### src/rtl/fb_writer.sv
// fb_writer: final stage of the ray-tracing pipeline. Accepts the raster-ordered
// shaded pixel stream, replaces misses with a per-frame background colour,
// packs RGB888 into RGB565 and writes each pixel to its linear framebuffer
// address. Frames are sequenced by a start pulse and hit statistics are kept.
module fb_writer #(
    parameter int H_RES  = 640,
    parameter int V_RES  = 360,
    parameter int ADDR_W = 18
) (
    input  logic              aclk,
    input  logic              areset,
    input  logic              start,
    input  logic [15:0]       bg_color,
    input  logic [24:0]       pixel_axis_tdata,
    input  logic              pixel_axis_tvalid,
    output logic              pixel_axis_tready,
    output logic [ADDR_W-1:0] fb_addr,
    output logic [15:0]       fb_data,
    output logic              fb_we,
    output logic              busy,
    output logic              frame_done,
    output logic [ADDR_W-1:0] hit_count
);

    localparam logic [ADDR_W-1:0] LAST_IDX = ADDR_W'(H_RES * V_RES - 1);

    typedef enum logic {IDLE, RUN} state_t;

    state_t            state;
    logic [ADDR_W-1:0] pix_idx;
    logic [ADDR_W-1:0] hit_run;
    logic [15:0]       bg_lat;

    logic              accept;
    logic              beat_hit;
    logic [15:0]       beat_rgb565;

    // RGB888 -> RGB565 by truncating the low bits of each channel
    function automatic logic [15:0] rgb888_to_565(input logic [23:0] rgb);
        return {rgb[23:19], rgb[15:10], rgb[7:3]};
    endfunction

    // Upstream may only hand over beats while a frame is running
    assign pixel_axis_tready = (state == RUN);
    assign busy              = (state == RUN);
    assign accept            = pixel_axis_tvalid & pixel_axis_tready;
    assign beat_hit          = pixel_axis_tdata[24];
    assign beat_rgb565       = rgb888_to_565(pixel_axis_tdata[23:0]);

    // Frame sequencer with registered write port and statistics outputs
    always_ff @(posedge aclk or posedge areset) begin
        if (areset) begin
            state      <= IDLE;
            pix_idx    <= '0;
            hit_run    <= '0;
            bg_lat     <= '0;
            fb_we      <= 1'b0;
            fb_addr    <= '0;
            fb_data    <= '0;
            frame_done <= 1'b0;
            hit_count  <= '0;
        end else begin
            fb_we      <= 1'b0;
            frame_done <= 1'b0;
            case (state)
                IDLE: begin
                    if (start) begin
                        bg_lat  <= bg_color;
                        pix_idx <= '0;
                        hit_run <= '0;
                        state   <= RUN;
                    end
                end
                RUN: begin
                    // start is deliberately not looked at here: a running
                    // frame is never restarted, even on its last beat
                    if (accept) begin
                        fb_we   <= 1'b1;
                        fb_addr <= pix_idx;
                        fb_data <= beat_hit ? beat_rgb565 : bg_lat;
                        pix_idx <= pix_idx + 1'b1;
                        hit_run <= hit_run + ADDR_W'(beat_hit);
                        if (pix_idx == LAST_IDX) begin
                            state      <= IDLE;
                            hit_count  <= hit_run + ADDR_W'(beat_hit);
                            frame_done <= 1'b1;
                        end
                    end
                end
                default: state <= IDLE;
            endcase
        end
    end

endmodule
### config.mk
export PLATFORM = sky130hd
export DESIGN_NAME = fb_writer
export DESIGN_NICKNAME = d
export VERILOG_FILES = /design/src/rtl/fb_writer.sv
export SDC_FILE = /design/constraint.sdc
export NUM_CORES = 1
export LEC_CHECK = 0
export ABC_AREA = 1
export BUFFER_PORTS_ARGS = -buffer_cell sky130_fd_sc_hd__clkbuf_2
export CELL_PAD_IN_SITES_DETAIL_PLACEMENT = 1
export CELL_PAD_IN_SITES_GLOBAL_PLACEMENT = 1
export CORE_MARGIN = 1
export CORE_UTILIZATION = 36
export CTS_CLUSTER_SIZE = 25
export DETAILED_ROUTE_END_ITERATION = 12
export PLACE_DENSITY_LB_ADDON = 0.1
export SYNTH_ARGS = -nofsm -noshare
export SYNTH_HDL_FRONTEND = slang
export SYNTH_SLANG_ARGS = --single-unit
### constraint.sdc
create_clock -name aclk -period 3.7 [get_ports aclk]
set_input_delay 0.74 -clock aclk [delete_from_list [all_inputs] [get_ports aclk]]
set_output_delay 0.74 -clock aclk [all_outputs]
set_load 0.05 [all_outputs]
# After elaboration in Yosys (flattened, before gate mapping)
# Index checks and enable logic that the tools add are counted.
[classes] eq_ne=3 bitwise_logic=2 muxes=15 n_reduce_logical=4 add_sub_neg=2
[ops] op="$pmux W18 S2" count=2
[ops] op="$mux W18" count=3
[ops] op="$add A18 B1 Y18" count=1
[ops] op="$add A18 B1 Y18 const B" count=1
[ops] op="$eq A18 B18 Y1 const B" count=1
[ops] op="$mux W16" count=1
[ops] op="$mux W1" count=8
[ops] op="$reduce_and A2 Y1" count=3
[ops] op="$reduce_and A3 Y1" count=1
[ops] op="$ne A2 B1 Y1 const B" count=1
[ops] op="$ne A2 B2 Y1 const B" count=1
[ops] op="$pmux W1 S2" count=1
[ops] op="$and A1 B1 Y1" count=1
[ops] op="$not A1 Y1" count=1
[totals] in_bits=45 word_cells=35 ff_bits=107

# Longest topological paths before layout
# Gate-level depths: netlist of the first run.
[logic_depth] ltp_word=4 ltp_mapped=10 depth_no_buf=10

# Least setup slack after synthesis of the first run
# Ideal clock, no wire load.
[synth_timing] kind="input to register" from="input pixel_axis_tdata[24]" to="register hit_run[16]" arrival_ps=1694 cell_stages=9 n_path_buf=0 required_time_ps=3583 path_slack_ps=1889 setup_time_ps=117 path_cell_list="ha_1 > ha_1 > nand2_1 > nor2_2 > nand2_1 > o21ai_1 > nand2_1 > nand2_1 > nand2_1"
[synth_between] elab_chain_cells=3
[synth_lines] element="from (decl)" line="14" source="input logic [24:0] pixel_axis_tdata,"
[synth_lines] element="$add A18 B1 Y18" line="82" source="hit_run <= hit_run + ADDR_W'(beat_hit);"
[synth_lines] element="$mux W18" line="77" source="if (accept) begin"
[synth_lines] element="$pmux W18 S2" line="65" source="case (state)"
[synth_lines] element="to (signal assigned)" line="82"
[synth_lines] element="to (decl)" line="31" source="logic [ADDR_W-1:0] hit_run;"
# No other way between the ends. The select of a mux whose other input is x is not followed.
# A chain may end at the register's enable or synchronous reset.

# Worst setup path after layout of the first run
[layout_timing] from="input pixel_axis_tdata[24]" to="register hit_run[8]"
# The elaborated chain is that of the path after synthesis.

==> impl_metrics.csv, run 1 <==
group,metric,value,unit
timing,period_needed,2.20,ns
final_layout,area_growth_syn_to_layout,19.6,%
worst_setup_path,crit_top_cell,"nand2_1",
timing,setup_viol,0,
clocking,clk_pin_slew,0.07,ns
drt,drt_iter0_markers,130,
worst_setup_path,reg2reg_from,"busy",
worst_setup_path,reg2reg_setup_slack,1.88,ns
clocking,htree_levels,3,
worst_setup_path,rr_worst_depth,9,
drt,num_vias,4247,
clocking,root_buffer,"clkbuf_16",
floorplan,std_cell_rows,42,
logic_synthesis,synth.area.top_cells,"dfrtp_1, nand2_1, nor2_1",
timing,rsz0062_at_grt,"false",
worst_setup_path,crit_path_start_kind,"primary input",
placed_design,port_buffers,92,
clocking,hold_buffers,0,
final_layout,multi_input_area,2020,um2
global_routing,grt_pass1_vias,4463,
timing,skew,0.00986,ns
worst_setup_path,worstSetupEndpointType,"register",
worst_setup_path,crit_chain,"clkbuf_2, ha_1, ha_1, nand2_1, nor2_2, nand2_1, xor2_1, nand2_1, o21ai_0",
drt,wl_per_cell,14.8,um
logic_synthesis,netlist_area,4960,um2
worst_setup_path,worstSetupPathType,"primary input to register",
worst_setup_path,cp.arrival,2.48,ns
final_layout,drive_gt1_share,18.6,%
hold_path,holdPathEnd,"hit_count[10]",
floorplan,start_util,37.2,%
drt,viasPerCell,4.80,
run_status,status,"finished, final reports clean",
timing,maxSlewHeadroom,45.0,%
final_layout,fin_util,44.5,%
floorplan,ios,101,
global_routing,grt_pass1_wl,22700,um
floorplan,die_w,119,um
power,p_leak,3.17,nW
timing,worst_slew_pin_slew,0.825,ns
hold_path,worst_hold_path_type,"register to register",
clocking,clkLatencyLatePin,0.35,ns
drt,drtAntennaViolNets,0,
final_layout,diodes,0,
hold_path,hold_depth,2,
global_routing,track_usage,20.2,%
clocking,cts_setup_buffers,0,
placed_design,routabilityCongestion,0.818,
timing,fmaxAchievable,454,MHz
floorplan,die_h,119,um
global_routing,grt-ovfl-total,0,
logic_synthesis,ys_seq_area_share,53.9,%
drt,finalWirelength,13100,um
final_layout,nets,752,
worst_setup_path,crit_fanout,19,
hold_path,min-delay-start,"hit_count[10]",
worst_setup_path,required,3.97,ns
job,maxCapViolCount,0,
logic_synthesis,synth_cell_types,29,
timing,fin_crit_sh,59.5,%
logic_synthesis,synth_edf_count,0,
logic_synthesis,syn-num-nets,666,
timing,final-hold-violation-count,0,
timing,finalSetupTns,0,ns
logic_synthesis,synth_top_area_share,53.9,%
drt,drc,0,
clocking,cts_tree,"yes",
clocking,cts_resized,0,
final_layout,fill_cells,1652,
final_layout,seq_area,2680,um2
floorplan,core,13300,um2
worst_setup_path,worst_path_largest_cell_delay,0.35,ns
timing,maxSlewViolCount,0,
power,p_per_area,524,nW/um2
placed_design,placed_cell_area,5590,um2
logic_synthesis,synthFlopType,"dfrtp_1",
logic_synthesis,synthCells,617,
global_routing,antenna_found_initial,0,
timing,hold_slack,0.474,ns
floorplan,dieArea,14300,um2
drt,first_pass_iters,4,
logic_synthesis,synth_warnings,0,
logic_synthesis,yosys_register_bits,107,
logic_synthesis,yosys.area.top_type,"dfrtp_1",
worst_setup_path,cp_slowest_cell,"clkbuf_2",
final_layout,design_area,5940,um2
power,ir_drop,0.204,mV
logic_synthesis,synth_area_per_cell,8.05,um2
clocking,numClockSinks,107,
placed_design,hpwlAfterDp,9030,um
logic_synthesis,synth_common_cells,"nand2_1, dfrtp_1, nor2_1, a21oi_1, inv_1",
logic_synthesis,async_flop_share,100,%
global_routing,grt_start_max_net_pins,63,
worst_setup_path,worst_r2r_endpoint,"pix_idx[10]",
clocking,cts_made_buffers,9,
logic_synthesis,yosysMostFrequentCell,"nand2_1",
clocking,clockBufferDepth,2,
[routing by layer]
metal	GRT usage (%)	wire, um
met1	26.1	5950
met2	34.2	6490
met3	3.35	472
met4	6.72	187
met5	0	0
[per-stage QoR]
step                      power [mW]  setup slack, ns  cells
final                           3.11             1.50    884
after global routing            3.26             1.36    884
after CTS                       3.15             1.46    884
after detailed placement        2.00             1.10    868
after global placement          1.98             1.14    868
after floorplan                 1.83            0.143    617
[cell families (layout without fill, tap and decap cells)]
| family | Yosys count | after routing | synth area share (%) |
|---|---|---|---|
| simple gates | 356 | 356 | 29.8 |
| xor+xnor | 11 | 11 | 1.94 |
| flops | 107 | 107 | 53.9 |
| compound gates | 75 | 75 | 7.81 |
| fa+ha+maj | 4 | 4 | 1.01 |
| buf+inv | 64 | 155 | 5.47 |
[worst max path at each step]
| stage | from | end | slack (ns) | cells after the start |
|---|---|---|---|---|
| after global routing | pixel_axis_tdata[24] | hit_run[8] | 1.36 | 9 |
| final | pixel_axis_tdata[24] | hit_run[8] | 1.50 | 9 |
| after CTS | pixel_axis_tdata[24] | hit_run[8] | 1.46 | 9 |
| after detailed placement | pixel_axis_tdata[24] | hit_run[8] | 1.10 | 9 |
| after floorplan | areset | bg_lat[0] | 0.14 | 1 |
| after global placement | pixel_axis_tdata[24] | hit_run[8] | 1.14 | 9 |
[report_power, final]
group	switching [mW]	internal, mW	leakage (nW)
clock network	0.452	0.682	0.169
registers	0.0989	1.29	1.35
logic	0.435	0.152	1.66
total	0.987	2.12	3.17
[cell type report]
cell class / count / share of cell area (%)
clock inverters: 6 / 1.88
flip-flops and latches: 107 / 45.1
multi-input cells: 446 / 33.9
inverters: 41 / 2.63
repair buffers: 98 / 8.72
clock buffers: 10 / 4.02
well taps: 176 / 3.71
[worst max-delay path, delay by kind of cell]
kind,cells,cell delay (ns)
simple gates,4,0.63
fa+ha+maj,2,0.40
xor+xnor,1,0.27
buf+inv,1,0.35
compound gates,1,0.08
[sequential cells by signal, indices dropped and copies added, names as in the netlist]
signal	count
busy	1
fb_we	1
frame_done	1
fb_data	16
hit_run	18
hit_count	18
bg_lat	16
pix_idx	18
fb_addr	18
[cells in the final DEF, fill, tap and decap left out, drive strengths merged, types with 3 or more instances in the layout]
cell and instances:
nand2 254, dfrtp 107, clkbuf 102, nor2 73
a21oi 42, inv 42, o21ai 29, nand3 14
nand4 8, xor2 7, buf 6, xnor2 4
ha 4, nor3 3, bufinv 3
Note: power is estimated with default switching activity, not from simulation.
==> run 2, diff against run 1 <==
- CORE_UTILIZATION: 36 -> 40
- clock period: 3.7 -> 2.1 ns (I/O delays scaled with it)
==> run 2 against run 1 <==
Compared with the run above:
- non-clock buffer count increased by 5
- clock power increased by 52%
- setup slack got worse by 1.3 ns
- clock skew decreased by 0.0030 ns
- combinational power increased by 77%
- total power increased by 67%
- via count increased by 0.80%
- final cell count decreased by 0.45%
- final area decreased by 0.23%
- sequential power increased by 76%
- largest cell class unchanged
- highest routed layer unchanged
==> impl_metrics.csv, run 2 (synthesized netlist as in run 1, its figures left out) <==
group,metric,value,unit
run_status,status,"finished, final reports clean",
clocking,clkLatencyLatePin,0.35,ns
worst_setup_path,crit_path_start_kind,"register",
timing,fin_crit_sh,89.7,%
global_routing,grt_pass1_wl,22500,um
worst_setup_path,rr_worst_depth,8,
timing,hold_slack,0.221,ns
clocking,cts_tree,"yes",
global_routing,grt-ovfl-total,0,
power,ir_drop,0.468,mV
drt,drt_iter0_markers,199,
worst_setup_path,startpoint,"busy",
floorplan,core,12100,um2
clocking,numClockSinks,107,
drt,first_pass_iters,4,
timing,maxSlewViolCount,0,
worst_setup_path,path_buf_inv,1,
drt,drc,0,
placed_design,routabilityCongestion,0.845,
final_layout,multi_input_area,2020,um2
clocking,hold_buffers,0,
drt,wl_per_cell,14.6,um
worst_setup_path,required,2.35,ns
worst_setup_path,endpoint,"pix_idx[13]",
clocking,cts_resized,0,
clocking,htree_levels,3,
floorplan,ios,101,
final_layout,drive_gt1_share,18.8,%
hold_path,worst_hold_path_type,"primary input to asynchronous set/reset pin",
floorplan,start_util,41.2,%
power,p_leak,3.17,nW
timing,maxSlewHeadroom,62.1,%
timing,setup_ws,0.217,ns
global_routing,grt_pass1_vias,4599,
floorplan,die_h,113,um
job,maxCapViolCount,0,
placed_design,hpwlAfterDp,9320,um
timing,period_needed,1.88,ns
worst_setup_path,worst_r2r_endpoint,"pix_idx[13]",
worst_setup_path,reg2reg_setup_slack,0.22,ns
worst_setup_path,reg2reg_from,"busy",
drt,viasPerCell,4.86,
worst_setup_path,worstSetupPathType,"register to register",
placed_design,dpl_worst_slack,0.192,ns
final_layout,fill_cells,1487,
worst_setup_path,path_delay_family,"simple AND/OR/NAND/NOR gates",
final_layout,area_growth_syn_to_layout,19.3,%
timing,setup_viol,0,
worst_setup_path,crit_top_cell,"nand2_1",
timing,final-hold-violation-count,0,
global_routing,grt_start_max_net_pins,108,
floorplan,dieArea,12900,um2
final_layout,seq_area,2680,um2
final_layout,final_common_cell,"nand2_1",
clocking,root_buffer,"clkbuf_16",
clocking,cts_made_buffers,9,
global_routing,track_usage,22.5,%
clocking,clk_pin_slew,0.07,ns
placed_design,port_buffers,92,
final_layout,diodes,0,
final_layout,nets,757,
power,p_per_area,878,nW/um2
worst_setup_path,crit_chain,"inv_1, nand2_1, nand2_2, nand2_1, nor2_1, nand3_1, nand2_1, nor2_1",
clocking,cts_setup_buffers,0,
timing,worst_slew_pin_slew,0.569,ns
floorplan,std_cell_rows,40,
worst_setup_path,crit_fanout,15,
worst_setup_path,worst_path_largest_cell_delay,0.45,ns
timing,skew,0.00687,ns
floorplan,die_w,113,um
final_layout,most-common-layout-cells,"nand2_1, dfrtp_1, clkbuf_2, nor2_1, a21oi_1",
drt,finalWirelength,12900,um
drt,drtAntennaViolNets,0,
drt,num_vias,4281,
timing,fmaxAchievable,531,MHz
clocking,clockBufferDepth,2,
global_routing,antenna_found_initial,0,
timing,finalSetupTns,0,ns
timing,rsz0062_at_grt,"false",
worst_setup_path,cp_slowest_cell,"dfrtp_1",
worst_setup_path,cp.arrival,2.13,ns
worst_setup_path,worstSetupEndpointType,"register",
worst_setup_path,worst-path-stages,8,
[run 2: per-layer routing]
metal / GRT usage [%] / routed length (um) / vias to the layer above
met5: 0 / 0 / -
met3: 4.99 / 374 / 18
met1: 27.1 / 5580 / 2097
li1: - / - / 2106
met4: 7.46 / 231 / 0
met2: 39.8 / 6670 / 60
[run 2: worst min path at each step]
stage                              from             to  slack (ns)  cells past startpoint
after floorplan               bg_lat[0]      bg_lat[0]        0.45                      2
after global placement    hit_count[13]  hit_count[13]        0.45                      2
after detailed placement   hit_count[9]   hit_count[9]        0.46                      2
after CTS                   bg_color[3]      bg_lat[3]        0.24                      3
after global routing             areset  hit_count[14]        0.27                      3
final                            areset  hit_count[14]        0.22                      3
[run 2: worst min-delay path: stages]
cell and delay [ns]:
clkbuf_2 0.10, clkinvlp_4 0.07, buf_12 0.43
[run 2: power by group]
group / switching (mW) / total [mW] / internal, mW / leakage (nW)
clock network: 0.735 / 1.72 / 0.983 / 0.146
logic: 0.765 / 1.04 / 0.276 / 1.68
registers: 0.173 / 2.44 / 2.27 / 1.35
[run 2: metrics by stage]
| stage | cells | util, % | power [mW] | instance area (um2) |
|---|---|---|---|---|
| CTS | 880 | 49.1 | 5.27 | 5920 |
| global placement | 865 | 46.7 | 3.50 | 5630 |
| global route | 880 | 49.1 | 5.46 | 5920 |
| floorplan | 617 | - | 3.23 | 4970 |
| detailed placement | 865 | 46.7 | 3.54 | 5630 |
| finish | 880 | 49.1 | 5.20 | 5920 |
[run 2: final cells by class]
type,count,share of cell area (%)
Sequential cell,107,45.2
Multi-Input combinational cell,446,34.0
Timing Repair Buffer,103,9.59
Clock buffer,13,4.39
Tap cell,168,3.55
Inverter,41,2.66
Clock inverter,2,0.591
==> run 3, diff against run 2 <==
- GPL_TIMING_DRIVEN: default -> 0
==> run 3 against run 2 <==
Compared with the run above:
- register-to-register slack improved by 0.17 ns
- sequential share of layout area is 0.42 points lower
- wire length up 5.8%
- highest routed layer unchanged
- clock-buffer cell count unchanged
- flip-flop and latch count stayed put
- critical path type unchanged
- largest power group unchanged
- setup slack better by 0.17 ns
- total power fell by 1.4%
- maximum frequency grew 9.6%
- sequential power hardly changed
==> impl_metrics.csv, run 3 (synthesized netlist as in run 1, its figures left out) <==
group,metric,value,unit
final_layout,drive_gt1_share,19.4,%
worst_setup_path,cp.arrival,1.99,ns
final_layout,fin_util,49.6,%
worst_setup_path,rr_worst_depth,8,
timing,maxSlewHeadroom,59.3,%
power,ir_drop,0.694,mV
drt,num_vias,4318,
drt,dr_wl_met2,6970,um
clocking,htree_levels,3,
worst_setup_path,cp_slowest_cell,"dfrtp_1",
worst_setup_path,worst-path-stages,8,
worst_setup_path,crit_chain,"ha_1, ha_1, nand2_1, nor2_2, nand2_1, xor2_1, nand2_1, o21ai_0",
floorplan,core,12100,um2
drt,drt_iter0_markers,159,
floorplan,ios,101,
global_routing,antenna_found_initial,0,
floorplan,std_cell_rows,40,
placed_design,hpwlAfterDp,10300,um
worst_setup_path,crit_path_start_kind,"register",
placed_design,port_buffers,92,
floorplan,die_h,113,um
timing,skew,0.00548,ns
run_status,status,"finished, final reports clean",
drt,first_pass_iters,4,
worst_setup_path,worst_path_largest_cell_delay,0.38,ns
worst_setup_path,crit_fanout,5,
timing,worst_slew_pin_slew,0.611,ns
final_layout,area_growth_syn_to_layout,20.4,%
worst_setup_path,path_delay_family,"simple AND/OR/NAND/NOR gates",
drt,wl_per_cell,15.2,um
final_layout,design_area,5980,um2
power,p_leak,3.20,nW
drt,drtAntennaViolNets,0,
timing,fin_crit_sh,81.8,%
clocking,cts_tree,"yes",
floorplan,die_w,113,um
clocking,hold_buffers,0,
worst_setup_path,path_buf_inv,0,
global_routing,track_usage,22.9,%
final_layout,nets,772,
timing,maxSlewViolCount,0,
global_routing,grt-ovfl-total,0,
clocking,clkLatencyLatePin,0.35,ns
drt,met3WireLength,409,um
clocking,cts_made_buffers,9,
worst_setup_path,worstSetupPathType,"register to register",
final_layout,diodes,0,
timing,rsz0062_at_grt,"false",
worst_setup_path,reg2reg_from,"hit_run[0]",
global_routing,grt_pass1_vias,4594,
global_routing,grt_start_max_net_pins,34,
drt,finalWirelength,13600,um
final_layout,final_common_cell,"nand2_1",
clocking,cts_resized,0,
floorplan,dieArea,12900,um2
timing,setup_viol,0,
clocking,clk_pin_slew,0.07,ns
hold_path,worst_hold_path_type,"primary input to asynchronous set/reset pin",
clocking,numClockSinks,107,
placed_design,routabilityCongestion,0.836,
final_layout,fill_cells,1512,
timing,finalSetupTns,0,ns
drt,drc,0,
global_routing,grt_pass1_wl,22700,um
worst_setup_path,reg2reg_setup_slack,0.38,ns
clocking,root_buffer,"clkbuf_16",
worst_setup_path,crit_top_cell,"nand2_1",
floorplan,start_util,41.2,%
job,maxCapViolCount,0,
timing,period_needed,1.72,ns
power,power,5.13,mW
drt,maxUsedRoutingLayer,"met4",
worst_setup_path,required,2.37,ns
clocking,cts_setup_buffers,0,
drt,viasPerCell,4.82,
drt,wl_met1,5920,um
clocking,clockBufferDepth,2,
worst_setup_path,worst_r2r_endpoint,"hit_run[8]",
final_layout,most-common-layout-cells,"nand2_1, dfrtp_1, clkbuf_2, nor2_1, a21oi_1",
timing,fmaxAchievable,582,MHz
worst_setup_path,worstSetupEndpointType,"register",
placed_design,placed_cell_area,5700,um2
timing,final-hold-violation-count,0,
power,p_per_area,858,nW/um2
[run 3: power by group]
part | total (mW) | internal, mW | switching [mW]
Sequential | 2.45 | 2.27 | 0.177
Combinational | 1.06 | 0.281 | 0.776
Clock | 1.62 | 0.892 | 0.730
Total | 5.13 | 3.45 | 1.68
[run 3: worst max path at each step]
stage                    startpoint          end  slack [ns]
2_1_floorplan                areset    bg_lat[0]        0.39
3_3_place_gp                 areset    bg_lat[4]       -0.37
3_5_place_dp   pixel_axis_tdata[24]   hit_run[8]        0.21
4_1_cts                  hit_run[0]   hit_run[8]        0.37
5_1_grt                  hit_run[0]  hit_run[16]        0.18
6_report                 hit_run[0]   hit_run[8]        0.38
[run 3: cell type report]
class | count | area [um2] | share of cell area (%)
Sequential cell | 107 | 2680 | 44.8
Multi-Input combinational cell | 446 | 2020 | 33.7
Timing Repair Buffer | 95 | 520 | 8.70
Clock buffer | 13 | 270 | 4.52
Tap cell | 168 | 210 | 3.52
Inverter | 41 | 158 | 2.64
Buffer | 23 | 118 | 1.97
Clock inverter | 2 | 10.0 | 0.167
[run 3: per-stage QoR]
stage,cells,setup slack [ns],hold slack [ns]
CTS,895,0.365,0.106
global route,895,0.176,0.125
finish,895,0.382,0.0982
detailed placement,880,0.213,0.458
floorplan,617,0.392,0.449
global placement,877,-0.370,0.455
[run 3: routing by layer]
layer / vias to the layer above / global-route usage [%]
met5: - / 0
met4: 0 / 7.63
met3: 19 / 5.10
met2: 66 / 40.1
met1: 2101 / 28.1
li1: 2132 / -
